**src/rtl/interrupt_pending_unit.sv**
```systemverilog
// Interrupt pending unit: sw/timer/external sources, enables, time counter.
// Produces the registered, masked 16-bit pending vector for the priority decoder.
module interrupt_pending_unit #(
    parameter int SYNC_STAGES = 2,
    parameter int TIMER_W     = 32
) (
    input  logic               clk,
    input  logic               reset,
    input  logic               ext_irq_s,
    input  logic               ext_irq_m,
    input  logic               tick_en,
    input  logic               global_en,
    input  logic               csr_we,
    input  logic [1:0]         csr_sel,
    input  logic [TIMER_W-1:0] csr_wdata,
    output logic [TIMER_W-1:0] csr_rdata,
    output logic [TIMER_W-1:0] mtime,
    output logic [15:0]        irq_signal,
    output logic               irq_valid
);

    logic [TIMER_W-1:0]     r_mtime;
    logic [TIMER_W-1:0]     r_mtimecmp;
    logic [TIMER_W-1:0]     r_stimecmp;
    logic [1:0]             r_sw;
    logic                   r_tmr_s;
    logic                   r_tmr_m;
    logic [SYNC_STAGES-1:0] r_sync_s;
    logic [SYNC_STAGES-1:0] r_sync_m;
    logic [5:0]             r_en;
    logic [15:0]            r_irq;
    logic                   r_valid;

    logic [5:0]             w_pend;
    logic [5:0]             w_masked;
    logic                   w_wr_pend;
    logic                   w_wr_en;
    logic                   w_wr_mcmp;
    logic                   w_wr_scmp;

    assign w_pend = {r_sync_m[SYNC_STAGES-1], r_sync_s[SYNC_STAGES-1],
                     r_tmr_m, r_tmr_s, r_sw};
    assign w_masked = w_pend & r_en & {6{global_en}};

    assign w_wr_pend = csr_we && (csr_sel == 2'd0);
    assign w_wr_en   = csr_we && (csr_sel == 2'd1);
    assign w_wr_mcmp = csr_we && (csr_sel == 2'd2);
    assign w_wr_scmp = csr_we && (csr_sel == 2'd3);

    always_ff @(posedge clk or negedge reset) begin
        if (!reset) begin
            r_mtime    <= '0;
            r_mtimecmp <= '1;
            r_stimecmp <= '1;
            r_sw       <= '0;
            r_tmr_s    <= 1'b0;
            r_tmr_m    <= 1'b0;
            r_sync_s   <= '0;
            r_sync_m   <= '0;
            r_en       <= '0;
            r_irq      <= '0;
            r_valid    <= 1'b0;
        end else begin
            if (tick_en)
                r_mtime <= r_mtime + TIMER_W'(1);
            if (w_wr_mcmp)
                r_mtimecmp <= csr_wdata;
            if (w_wr_scmp)
                r_stimecmp <= csr_wdata;
            if (w_wr_pend)
                r_sw <= csr_wdata[1:0];
            if (w_wr_en)
                r_en <= csr_wdata[5:0];
            // Compares use the pre-write register values on purpose.
            r_tmr_s  <= (r_mtime >= r_stimecmp);
            r_tmr_m  <= (r_mtime >= r_mtimecmp);
            r_sync_s <= {r_sync_s[SYNC_STAGES-2:0], ext_irq_s};
            r_sync_m <= {r_sync_m[SYNC_STAGES-2:0], ext_irq_m};
            r_irq    <= {10'b0, w_masked};
            r_valid  <= |w_masked;
        end
    end

    always_comb begin
        csr_rdata = '0;
        unique case (csr_sel)
            2'd0: csr_rdata = {{(TIMER_W-6){1'b0}}, w_pend};
            2'd1: csr_rdata = {{(TIMER_W-6){1'b0}}, r_en};
            2'd2: csr_rdata = r_mtimecmp;
            2'd3: csr_rdata = r_stimecmp;
            default: csr_rdata = '0;
        endcase
    end

    assign mtime      = r_mtime;
    assign irq_signal = r_irq;
    assign irq_valid  = r_valid;

endmodule

```
**config.mk**
```make
export PLATFORM = sky130hd
export DESIGN_NAME = interrupt_pending_unit
export DESIGN_NICKNAME = d
export VERILOG_FILES = /design/src/rtl/interrupt_pending_unit.sv
export SDC_FILE = /design/constraint.sdc
export NUM_CORES = 1
export LEC_CHECK = 0
export CAP_MARGIN = 20
export CORE_UTILIZATION = 23
export CTS_BUF_LIST = sky130_fd_sc_hd__clkbuf_8 sky130_fd_sc_hd__clkbuf_16
export CTS_CLUSTER_SIZE = 30
export DETAILED_ROUTE_END_ITERATION = 12
export PLACE_DENSITY_LB_ADDON = 0.12
export SKIP_CTS_REPAIR_TIMING = 1
export SLEW_MARGIN = 10
export SYNTH_ARGS = -nofsm -noshare
export SYNTH_HDL_FRONTEND = slang
export SYNTH_SLANG_ARGS = --single-unit
```
**constraint.sdc**
```tcl
create_clock -name clk -period 4.65 [get_ports clk]
set_input_delay 0.93 -clock clk [delete_from_list [all_inputs] [get_ports clk]]
set_output_delay 0.93 -clock clk [all_outputs]
set_load 0.005 [all_outputs]
```
# Word-level counts from Yosys, hierarchy flattened
# Index checks and enable logic that the tools add are counted.
dict set report classes {
  n_addsub 1
  order_cmp 2
  n_eq_ne 3
  mux 1
  bitwise 2
  reduce_logical 6
}
# cell count
set ops {}
lappend ops {{case mux 32 bit (4 select lines)} 1}
lappend ops {{greater-or-equal comparator 32 bit} 2}
lappend ops {{adder 32 x 1 -> 32 bit (second input constant)} 1}
lappend ops {{AND 6 bit} 2}
lappend ops {{OR reduction 6 bit} 1}
lappend ops {{equality test 2 bit (second input constant)} 2}
lappend ops {{logical AND 1 bit} 4}
lappend ops {{equality test 2 x 1 -> 1 bit (second input constant)} 1}
lappend ops {{zero test 2 bit} 1}
dict set report totals {
  register_bits 117
  output_inout_bits 81
  elab_cells 26
}

# Longest topological paths before layout
dict set report depth {
  ltp_word 3
  mapped_depth 7
  ltp_nobuf 7
}

# Worst setup path after synthesis
# Ideal clock, no wire load.
dict set report synth_path {
  path_kind {input port to output port}
  from {input csr_sel[0]}
  to {output csr_rdata[0]}
  arrival_time_ns 1.919
  t_required_ns 3.720
  path_slack_ns 1.801
  stages 3
  path_cell_list {buf_2 > buf_2 > mux4_2}
}
dict set report synth_via {
  elab_chain_len 2
}
# item line
set synth_lines {}
lappend synth_lines {{from (decl)} 14} ;# input logic [1:0] csr_sel,
lappend synth_lines {{equality test 2 bit, or another cell as far along} 86} ;# unique case (csr_sel)
lappend synth_lines {{case mux 32 bit (4 select lines) (*)} 86}
lappend synth_lines {{to (decl)} 16} ;# output logic [TIMER_W-1:0] csr_rdata,
# Every way passes the cells marked *; elsewhere a longest branch is shown, timed or not.

# Worst setup path after layout
dict set report layout_path {
  from {input csr_sel[0]}
  to {output csr_rdata[29]}
}
# The elaborated chain is that of the path after synthesis.

==> reports/results.ini <==
[placement]
dp_cells=1070
hpwl_mm=13.9
gp_congestion=0.789
port_buffers=111
placed_area_um2=8330

[synthesis]
ys_ff_latch=117
postSynthAreaPerCell_um2=11.7
yosys.area.top_type=dfstp_2
synthTopCellsByArea=dfstp_2, dfrtp_1, mux2_2
synth_top_area_frac=0.248
yosys_warnings=0
synth.cell_area_um2=6780
yosysUniqueCellTypes=45
yosysSeqAreaShare=0.443
syn_inst=582

[layout]
fill_cells=2966
drive_gt1_frac=0.269
n_antenna_cell=0
nets=811
design_area_um2=8980
area_delta_synth_final_pct=32.4
finalNonFillerCells=1102

[job]
maxCapViolCount=0

[power_and_ir_drop]
p_leak_nw=4.14
power_density_nw_per_um2=409
power.total_mw=3.68
vdd_drop_max_mv=0.169

[clocking]
clock_latency_ns=0.42
cts_tree=built
cts.path.max_buffers=2
cts_sinks=117
cts_buffers=17
clk_pin_slew_ns=0.06
htree_levels=4
clockRootBuffer=clkbuf_16

[die]
die_x_um=174
coreArea_um2=28900
die_area_um2=30200
start_util=0.235
row_count=62
dieHeight_um=174
io_pins=122

[global_routing]
busiest_layer=met2
grt_antenna_before_repair=0
grt_overflow=0
grt_max_degree=59
met3_usage=0.0287
grt_pass1_vias=5139
met2_usage=0.201
grt_pass1_wl_mm=29.4
grtUsageTotal=0.126
gr-usage-met1=0.167

[critical_path]
end_kind=primary output
path_cells=buf_2 > buf_4 > mux2i_1 > nor2b_1 > clkdlybuf4s50_1
cpPeakStageDelay_ns=0.55
path_buf_inv=3
crit_fanout=20
worstSetupPathType=in -> out
cp.required_ns=3.72
cp_data_arrival_time_ns=2.71
start_kind=primary input
cp_top_family=buffers and inverters
crit_slowest_cell=buf_2

[sta]
fmax_mhz=274
final.setup_skew_ns=0.00895
worst_pin_slew_ns=0.784
hold_viol_final=0
fin_tns_setup_ns=0
post-route-period-util=0.784
fin_crit_ns=3.64
slew_headroom=0.478
setup_viol=0
slew_viol_final=0
rsz0062_at_grt=no

[routing]
final_antenna_net_count=0
wl_per_cell_um=16.5
dr.pass1.iters=4
detail_route.vias_per_cell=4.26
drtIter0Drc=172
drc=0
vias=4693
drt_wl_total_mm=18.1

[worst_hold_path]
hold_path_class=reg -> reg

[status]
run_status=finished clean

-- power breakdown --
part / switching, mW / internal [mW] / total (mW)
sequential: 0.175 / 1.25 / 1.43
clock: 0.506 / 0.956 / 1.46
combinational: 0.338 / 0.448 / 0.786
-- sequential cells by signal, indices dropped and copies added (netlist names) --
name	cells
irq_valid	1
r_tmr_s	1
r_stimecmp	32
r_sync_s	2
r_en	6
r_mtimecmp	32
irq_signal	6
r_tmr_m	1
mtime	32
r_sw	2
r_sync_m	2
-- synth_stat cells, drive strengths merged --
| cell type | instances |
|---|---|
| and3 | 12 |
| o21a | 2 |
| o31ai | 1 |
| mux2i | 26 |
| a21o | 7 |
| ha | 65 |
| nor4 | 2 |
| buf | 20 |
| nand2b | 2 |
| mux4 | 6 |
| nor2b | 28 |
| a21oi | 18 |
| or2 | 1 |
| dfrtp | 53 |
| mux2 | 73 |
| xor2 | 10 |
| nor3b | 1 |
| and2 | 1 |
| nor3 | 2 |
| clkbuf | 4 |
| xnor2 | 21 |
| dfstp | 64 |
| a221o | 2 |
| a211o | 2 |
| conb | 1 |
| nand2 | 18 |
| or3 | 1 |
| o21ai | 6 |
| nand4 | 17 |
| a21boi | 1 |
| a221oi | 1 |
| nor2 | 17 |
| a2111oi | 4 |
| nand3 | 18 |
| a311oi | 1 |
| and4 | 4 |
| nand3b | 2 |
| o211ai | 1 |
| inv | 65 |
| a211oi | 2 |
-- cell usage in the layout (no fill, tap or decap), types with 2 or more instances in the layout --
cell type	count
mux4_2	6
nand3b_1	2
nand2b_1	2
nand2_1	18
nand3_1	17
o21ai_0	6
clkinv_4	6
and4_1	4
a21o_1	7
dfstp_2	64
dfrtp_1	53
nand4_1	15
and3_1	12
clkdlybuf4s50_1	109
a2111oi_0	4
a221o_1	2
conb_1	10
a211o_1	2
mux2_2	73
xnor2_1	21
inv_1	66
mux2i_1	26
nor4_4	2
inv_6	2
clkbuf_16	17
o21a_1	2
nor3_4	2
nor2_1	16
nor2b_1	28
a211oi_1	2
ha_1	65
bufinv_16	5
xor2_1	10
a21oi_1	18
buf_4	8
-- cell families (layout without fill, tap and decap cells) --
family                   count (synthesis)  in the layout  synth area share
other                                    1             10          0.000553
buffers and inverters                   89            216            0.0561
adder cells (fa/ha/maj)                 65             65             0.120
flip-flops                             117            117             0.443
AO/OA/AOI/OAI                           48             48            0.0465
XOR/XNOR                                31             31            0.0400
multiplexers                           105            105             0.179
AND/OR/NAND/NOR                        126            126             0.114
-- worst register-to-register path, delay by kind of cell (launching register included) --
family	cells	cell delay, ns
compound gates	4	1.43
flops	1	0.45
buf+inv	2	0.32
fa+ha+maj	1	0.28
simple gates	1	0.13
-- metrics by stage --
stage / setup slack [ns] / util / hold WS [ns]
floorplan: 1.80 / - / 0.331
global placement: 0.945 / 0.288 / 0.342
detailed placement: 0.921 / 0.289 / 0.338
CTS: 0.917 / 0.311 / 0.355
global route: 0.847 / 0.311 / 0.365
finish: 1.01 / 0.311 / 0.355
-- metal layers --
metal / vias up / wire, µm
met2: 92 / 8470
li1: 2262 / -
met4: 0 / 287
met1: 2324 / 8690
met3: 15 / 675
met5: - / 0
-- path summary, 6_finish.rpt --
check	end	slack, ns	start	cells past startpoint
max	csr_rdata[29]	1.01	csr_sel[0]	5
min	r_sync_s[1]	0.36	r_sync_s[0]	0
max reg2reg	r_tmr_s	1.89	mtime[0]	8
min reg2reg	r_sync_s[1]	0.36	r_sync_s[0]	0
max in group asynchronous	r_stimecmp[2]	3.11	reset	2
min in group asynchronous	mtime[13]	0.60	reset	1
-- layout make-up --
type | count | area (µm²) | area share
Sequential cell | 117 | 3010 | 0.335
Clock buffer | 17 | 425 | 0.0474
Inverter | 65 | 244 | 0.0272
Multi-Input combinational cell | 385 | 3430 | 0.382
Tap cell | 384 | 480 | 0.0535
Timing Repair Buffer | 119 | 1160 | 0.129
Clock inverter | 15 | 231 | 0.0258
(Power assumes the default switching activity.)
